===== src/rtl/prog_loader_pkg.sv =====
// prog_loader_pkg: shared types and defaults for the UART program loader
package prog_loader_pkg;
  localparam int PROG_DEPTH = 16;
  localparam int CLKS_PER_BIT_DEF = 234;
  localparam logic [7:0] SYNC_BYTE_DEF = 8'hA5;
  typedef enum logic [1:0] {RUN, LOAD, CHECK, ERR} ld_state_e;
  typedef enum logic [1:0] {RX_IDLE, RX_START, RX_DATA, RX_STOP} rx_state_e;
endpackage


===== src/rtl/prog_loader_if.sv =====
// prog_loader_if: serial line, CPU fetch port and loader status
interface prog_loader_if;
  logic       uart_rx;
  logic [3:0] pc;
  logic [7:0] dout;
  logic       cpu_reset_n;
  logic       loading;
  logic       load_done;
  logic       chk_err;
  modport master (input uart_rx, pc, output dout, cpu_reset_n, loading, load_done, chk_err);
  modport slave (output uart_rx, pc, input dout, cpu_reset_n, loading, load_done, chk_err);
endinterface


===== src/rtl/prog_loader_uart_rx.sv =====
// uart_rx: 8N1 receiver with start-bit glitch rejection and framing check
module uart_rx
  import prog_loader_pkg::*;
#(
  parameter int CLKS_PER_BIT = CLKS_PER_BIT_DEF
) (
  input  logic       clk,
  input  logic       reset,
  input  logic       rx,
  output logic [7:0] rx_byte,
  output logic       rx_valid,
  output logic       rx_ferr
);
  localparam logic [15:0] FULL = 16'(CLKS_PER_BIT - 1);
  localparam logic [15:0] HALF = 16'(CLKS_PER_BIT / 2 - 1);
  rx_state_e   state_q, state_d;
  logic [2:0]  sync_q;
  logic [15:0] cnt_q, cnt_d;
  logic [2:0]  bit_q, bit_d;
  logic [7:0]  shift_q, shift_d;
  logic        valid_q, valid_d, ferr_q, ferr_d;
  logic        s, fall, hit;
  // sync_q[1:0] is the two-flop synchronizer; sync_q[2] only serves edge detection
  assign s    = sync_q[1];
  assign fall = sync_q[2] & ~sync_q[1];
  assign hit  = cnt_q == (state_q == RX_START ? HALF : FULL);
  assign rx_byte  = shift_q;
  assign rx_valid = valid_q;
  assign rx_ferr  = ferr_q;
  // state and datapath registers
  always_ff @(posedge clk) begin
    if (reset) begin
      state_q <= RX_IDLE;
      sync_q  <= 3'b111;
      cnt_q   <= '0;
      bit_q   <= '0;
      shift_q <= '0;
      valid_q <= 1'b0;
      ferr_q  <= 1'b0;
    end else begin
      state_q <= state_d;
      sync_q  <= {sync_q[1:0], rx};
      cnt_q   <= cnt_d;
      bit_q   <= bit_d;
      shift_q <= shift_d;
      valid_q <= valid_d;
      ferr_q  <= ferr_d;
    end
  end
  // next state: a start bit that is high again at half-bit is a glitch
  always_comb begin
    state_d = state_q;
    unique case (state_q)
      RX_IDLE:  if (fall) state_d = RX_START;
      RX_START: if (hit) state_d = s ? RX_IDLE : RX_DATA;
      RX_DATA:  if (hit && bit_q == 3'd7) state_d = RX_STOP;
      RX_STOP:  if (hit) state_d = RX_IDLE;
    endcase
  end
  // bit timing, LSB-first shift and one-cycle result strobes
  always_comb begin
    cnt_d   = (state_q == RX_IDLE || hit) ? '0 : cnt_q + 16'd1;
    bit_d   = (state_q == RX_DATA) ? bit_q + 3'(hit) : '0;
    shift_d = (state_q == RX_DATA && hit) ? {s, shift_q[7:1]} : shift_q;
    valid_d = state_q == RX_STOP && hit && s;
    ferr_d  = state_q == RX_STOP && hit && !s;
  end
endmodule


===== src/rtl/prog_loader.sv =====
// prog_loader: loads a 16-byte program over UART while holding the CPU in reset
module prog_loader
  import prog_loader_pkg::*;
#(
  parameter int         CLKS_PER_BIT = CLKS_PER_BIT_DEF,
  parameter logic [7:0] SYNC_BYTE    = SYNC_BYTE_DEF
) (
  input logic           clk,
  input logic           reset,
  prog_loader_if.master bus
);
  ld_state_e  state_q, state_d;
  logic [3:0] addr_q, addr_d;
  logic [7:0] sum_q, sum_d;
  logic       chk_err_q, chk_err_d, crn_q, done_q, done_d;
  logic [7:0] mem_q [PROG_DEPTH];
  logic [7:0] rx_byte;
  logic       rx_valid, rx_ferr, start, we;
  uart_rx #(.CLKS_PER_BIT(CLKS_PER_BIT)) u_rx (
    .clk      (clk),
    .reset    (reset),
    .rx       (bus.uart_rx),
    .rx_byte  (rx_byte),
    .rx_valid (rx_valid),
    .rx_ferr  (rx_ferr)
  );
  assign bus.dout        = mem_q[bus.pc];
  assign bus.cpu_reset_n = crn_q;
  assign bus.load_done   = done_q;
  assign bus.chk_err     = chk_err_q;
  // state register; cpu_reset_n and load_done register off state_d so they rise together
  always_ff @(posedge clk) begin
    if (reset) begin
      state_q   <= RUN;
      addr_q    <= '0;
      sum_q     <= '0;
      chk_err_q <= 1'b0;
      crn_q     <= 1'b0;
      done_q    <= 1'b0;
    end else begin
      state_q   <= state_d;
      addr_q    <= addr_d;
      sum_q     <= sum_d;
      chk_err_q <= chk_err_d;
      crn_q     <= state_d == RUN;
      done_q    <= done_d;
    end
  end
  // next state: sync restarts only from RUN/ERR; framing errors abort a load
  always_comb begin
    state_d = state_q;
    unique case (state_q)
      RUN, ERR: if (rx_valid && rx_byte == SYNC_BYTE) state_d = LOAD;
      LOAD:     if (rx_ferr) state_d = ERR;
                else if (rx_valid && addr_q == 4'hF) state_d = CHECK;
      CHECK:    if (rx_ferr) state_d = ERR;
                else if (rx_valid) state_d = (rx_byte == sum_q) ? RUN : ERR;
    endcase
  end
  // outputs and datapath next values
  always_comb begin
    start       = (state_q == RUN || state_q == ERR) && rx_valid && rx_byte == SYNC_BYTE;
    we          = state_q == LOAD && rx_valid;
    done_d      = state_q == CHECK && rx_valid && rx_byte == sum_q;
    addr_d      = start ? '0 : we ? addr_q + 4'd1 : addr_q;
    sum_d       = start ? '0 : we ? sum_q + rx_byte : sum_q;
    chk_err_d   = start ? 1'b0 : (state_d == ERR && state_q != ERR) ? 1'b1 : chk_err_q;
    bus.loading = state_q == LOAD || state_q == CHECK;
  end
  // program memory, cleared to no-ops on reset
  always_ff @(posedge clk) begin
    if (reset) mem_q <= '{default: 8'h00};
    else if (we) mem_q[addr_q] <= rx_byte;
  end
endmodule


===== src/flat_wrapper.sv =====
// flat-port wrapper written by rule: the top's interface ports become plain ports
module prog_loader_flat import prog_loader_pkg::*;
#(
  parameter int         CLKS_PER_BIT = CLKS_PER_BIT_DEF,
  parameter logic [7:0] SYNC_BYTE    = SYNC_BYTE_DEF
)
  (clk, reset, bus_uart_rx, bus_pc, bus_dout, bus_cpu_reset_n, bus_loading, bus_load_done, bus_chk_err);
  prog_loader_if bus_i ();
  input logic clk;
  input logic reset;
  input wire logic [$bits(bus_i.uart_rx)-1:0] bus_uart_rx;
  input wire logic [$bits(bus_i.pc)-1:0] bus_pc;
  output wire logic [$bits(bus_i.dout)-1:0] bus_dout;
  output wire logic [$bits(bus_i.cpu_reset_n)-1:0] bus_cpu_reset_n;
  output wire logic [$bits(bus_i.loading)-1:0] bus_loading;
  output wire logic [$bits(bus_i.load_done)-1:0] bus_load_done;
  output wire logic [$bits(bus_i.chk_err)-1:0] bus_chk_err;
  assign bus_i.uart_rx = bus_uart_rx;
  assign bus_i.pc = bus_pc;
  assign bus_dout = bus_i.dout;
  assign bus_cpu_reset_n = bus_i.cpu_reset_n;
  assign bus_loading = bus_i.loading;
  assign bus_load_done = bus_i.load_done;
  assign bus_chk_err = bus_i.chk_err;
  prog_loader #(.CLKS_PER_BIT(CLKS_PER_BIT), .SYNC_BYTE(SYNC_BYTE)) u_core (.clk(clk), .reset(reset), .bus(bus_i));
endmodule

===== config.mk =====
export PLATFORM = sky130hd
export DESIGN_NAME = prog_loader_flat
export DESIGN_NICKNAME = d
export VERILOG_FILES = /design/src/rtl/prog_loader_pkg.sv /design/src/rtl/prog_loader_if.sv /design/src/rtl/prog_loader_uart_rx.sv /design/src/rtl/prog_loader.sv /design/src/flat_wrapper.sv
export SDC_FILE = /design/constraint.sdc
export NUM_CORES = 1
export LEC_CHECK = 0
export BUFFER_PORTS_ARGS = -buffer_cell sky130_fd_sc_hd__buf_4
export CORE_UTILIZATION = 55
export CTS_BUF_LIST = sky130_fd_sc_hd__clkbuf_2
export CTS_CLUSTER_SIZE = 40
export DETAILED_ROUTE_END_ITERATION = 12
export HOLD_SLACK_MARGIN = 0.05
export PLACE_DENSITY = 0.71
export SYNTH_ARGS = -nofsm -noshare
export SYNTH_HDL_FRONTEND = slang
export SYNTH_HIERARCHICAL = 1
export SYNTH_SLANG_ARGS = --single-unit

===== constraint.sdc =====
create_clock -name clk -period 4.7 [get_ports clk]
set_clock_uncertainty 0.2 [all_clocks]
set_input_delay 0.94 -clock clk [delete_from_list [all_inputs] [get_ports clk]]
set_output_delay 0.94 -clock clk [all_outputs]
set_load 0.01 [all_outputs]

==> run metrics <==
switching share of total power=25.3%; upper clock frequency limit=262 MHz; RSZ-0062 raised after global routing=no; Cell Count Post-Placement=1008; crit path launch=bus_pc[0]; Worst-Skew Late Latency=0.75 ns; gr usage total=26.5%; Initial Util=56.9%; dpl ws=0.865 ns; CTS buffer count=17; io pins=19; 1st-pass router iterations=9; IO buf count=18; measured slew at the worst slew-check pin=1.21 ns; CP max-delay cell=mux4_1; Worst Setup EP=bus_dout[1]; crit-path max cell delay=0.63 ns; FF-to-FF Start=u_core/state_q[0]$_SDFF_PP0_; reg-to-reg slack, setup=1.58 ns; cell-internal power=1.74 mW; final cycle utilization of the critical path=81.2%; final hold viol count=0; chain of cells forming the critical path=buf_4, mux4_1, mux4_2, buf_4; Setup crit end kind=output pin; setup TNS=0 ns; Vias/cell=6.23; final WL=20.2 mm; Final ANT Viol Nets=0; mapped cell area=0.00837 mm^2; CTS tree=done; Hold Crit Class=in2reg; Tmin final=3.82 ns; Post-synth ARST share=0%; synthesized area per cell=9.64 um^2; Nets=868; failing checks=DRC; WS Path Type=in2out; top-area cell type share of the netlist area=42.8%; status=finished with violations; Synth area leaders=dfxtp_1 (43%), mux4_1 (7.8%), mux2i_1 (7.7%); Max Slew Vio Count=0; half-perimeter wire length after placement=12.8 mm; clk buf depth=2; #FFs+latches synth=179; Seq pwr share=65.5%; CP most frequent cell=buf_4; vias in the first global route=6149; Max IR drop VDD=162 uV; Cells after Synth=868; gr ovfl total=0; CTS sink count=179; Die X=125 um; Post-synth top flop=dfxtp_1; Net Switching=0.589 mW; Post-synth EDFFs=0; DRC Markers=1; Avg WL per Cell=19.4 um; r2r endpoint=u_core/mem_q[26]$_SDFFE_PP0P_; # H-tree levels=4; setup ws final=0.882 ns; Die H=125 um; Vias=6477; global-route wire length before repair=32.3 mm; combinational power share=2.7%; Post-CTS Hold Buffers=0; layout cells sized above 1=10.3%; total core area=0.0147 mm^2; Layout fillers=1245; register area share after synthesis=42.8%; slew margin rel.=19.3%; Worst-path clk slew=0.25 ns; Non-Filler Instances=1040; DIE AREA=0.0157 mm^2; Worst Reg2Reg Path Length in Cells=7; Required @ worst endpoint=3.56 ns; P&R area growth vs syn=3.35%; # Post-CTS Setup Buffers=0; Synth area leader=dfxtp_1; final setup vio count=0; Clk network pwr share=31.8%; crit path max fanout=32; Worst Setup Start Kind=input port; number of max-cap violations=0; # diodes=0; antenna violations before repair=0; critical path arrival=2.68 ns; largest net degree at the start of global routing=90; Netlist cell types=57; Syn. warnings=6; leakage power figure=3.21 nW; Initial DRC Count=712; Rows=44; routability cong.=0.842; syn_nets=893; clk root buf=clkbuf_2; # resized after CTS=0; Pwr per Cell Area=270 mW/mm^2
per-layer routing:
metal  up-vias  track usage (%)  part of all wire [%]
li1       3052                -                     -
met1      3163             35.0                    44
met2       216             43.5                    48
met3        46             4.62                   5.6
met4         0             9.97                   2.6
met5         -                0                     0
cell type report:
cell class / instances / area (um^2) / share of cell area (%)
tap: 184 / 230 / 2.66
clock buffer: 18 / 90.1 / 1.04
clock inverter: 14 / 130 / 1.50
timing repair buffer: 22 / 165 / 1.91
inverter: 12 / 45.0 / 0.521
sequential: 179 / 3580 / 41.4
multi-input combinational: 611 / 4400 / 50.9
flip-flops by register name, summed over array words and instances (netlist names), named ones only:
register                cells
u_core/addr_q               4
u_core/bus.chk_err          1
u_core/bus.cpu_reset_n      1
u_core/bus.load_done        1
u_core/mem_q              128
u_core/state_q              2
u_core/sum_q                8
u_core/u_rx/bit_q           3
u_core/u_rx/cnt_q          16
u_core/u_rx/rx_byte         8
u_core/u_rx/rx_ferr         1
u_core/u_rx/rx_valid        1
u_core/u_rx/state_q         1
u_core/u_rx/sync_q          3
worst min-delay path by stage:
stage                                     startpoint                          endpoint  slack, ns  cells past startpoint
detailed placement  u_core/u_rx/sync_q[0]$_SDFF_PP1_  u_core/u_rx/sync_q[1]$_SDFF_PP1_       0.20                      1
global placement    u_core/u_rx/sync_q[0]$_SDFF_PP1_  u_core/u_rx/sync_q[1]$_SDFF_PP1_       0.20                      1
floorplan           u_core/u_rx/sync_q[0]$_SDFF_PP1_  u_core/u_rx/sync_q[1]$_SDFF_PP1_       0.19                      1
finish                                   bus_uart_rx  u_core/u_rx/sync_q[0]$_SDFF_PP1_       0.16                      2
global route                             bus_uart_rx  u_core/u_rx/sync_q[0]$_SDFF_PP1_       0.06                      2
CTS                                      bus_uart_rx  u_core/u_rx/sync_q[0]$_SDFF_PP1_       0.11                      2
worst max-delay path: cells and delay by family:
kind,cells,cell delay (ns)
buffers and inverters,2,0.60
multiplexers,2,1.12
metrics by stage:
| stage | util (%) | total power, mW | hold WS, ns | area (um^2) |
|---|---|---|---|---|
| global placement | 57.3 | 1.62 | 0.202 | 8430 |
| detailed placement | 57.3 | 1.62 | 0.197 | 8430 |
| floorplan | - | 1.61 | 0.189 | 8370 |
| CTS | 58.8 | 2.35 | 0.111 | 8650 |
| finish | 58.8 | 2.33 | 0.155 | 8650 |
| global route | 58.8 | 2.42 | 0.0644 | 8650 |
synth_stat cells, types with 17 or more instances:
library cell,count
nor2_1,85
clkbuf_1,43
dfxtp_1,179
a21oi_1,87
ha_1,17
nand2_1,91
o21ai_0,32
nor3_1,24
mux4_1,25
nand2b_1,18
mux2i_1,64
o21ai_1,49
cell usage in the layout, fill, tap and decap left out, drive strengths merged, types with 3 or more instances in the layout:
cell / instances
a31oi: 4
a21oi: 88
mux4: 40
clkbuf: 18
dfxtp: 179
nand3b: 3
mux2i: 64
a21o: 3
nor2b: 4
nor3: 24
ha: 17
xor2: 6
and2: 3
inv: 15
nor2: 88
clkinv: 4
nor3b: 3
xnor2: 13
or2: 3
nand2: 93
buf: 22
nor4: 10
nand3: 10
clkinvlp: 6
a211oi: 3
nand4: 8
nand2b: 18
o21ai: 81
cells by family (layout without fill, tap and decap cells):
family	after synthesis	count (layout)	share of synthesized area [%]
compound gates	190	190	12.1
fa+ha+maj	18	18	2.78
flops	179	179	42.8
simple gates	280	280	16.2
mux	104	104	19.5
xor+xnor	19	19	1.99
buf+inv	78	66	4.55
power by group through the flow:
stage | Clock (mW) | Sequential [mW] | Combinational [mW]
2_1_floorplan | 0 | 1.55 | 0.0542
3_3_place_gp | 0 | 1.55 | 0.0607
5_1_grt | 0.825 | 1.53 | 0.0667
6_report | 0.743 | 1.53 | 0.0625
3_5_place_dp | 0 | 1.55 | 0.0624
4_1_cts | 0.761 | 1.53 | 0.0624
(Power assumes the default switching activity.)
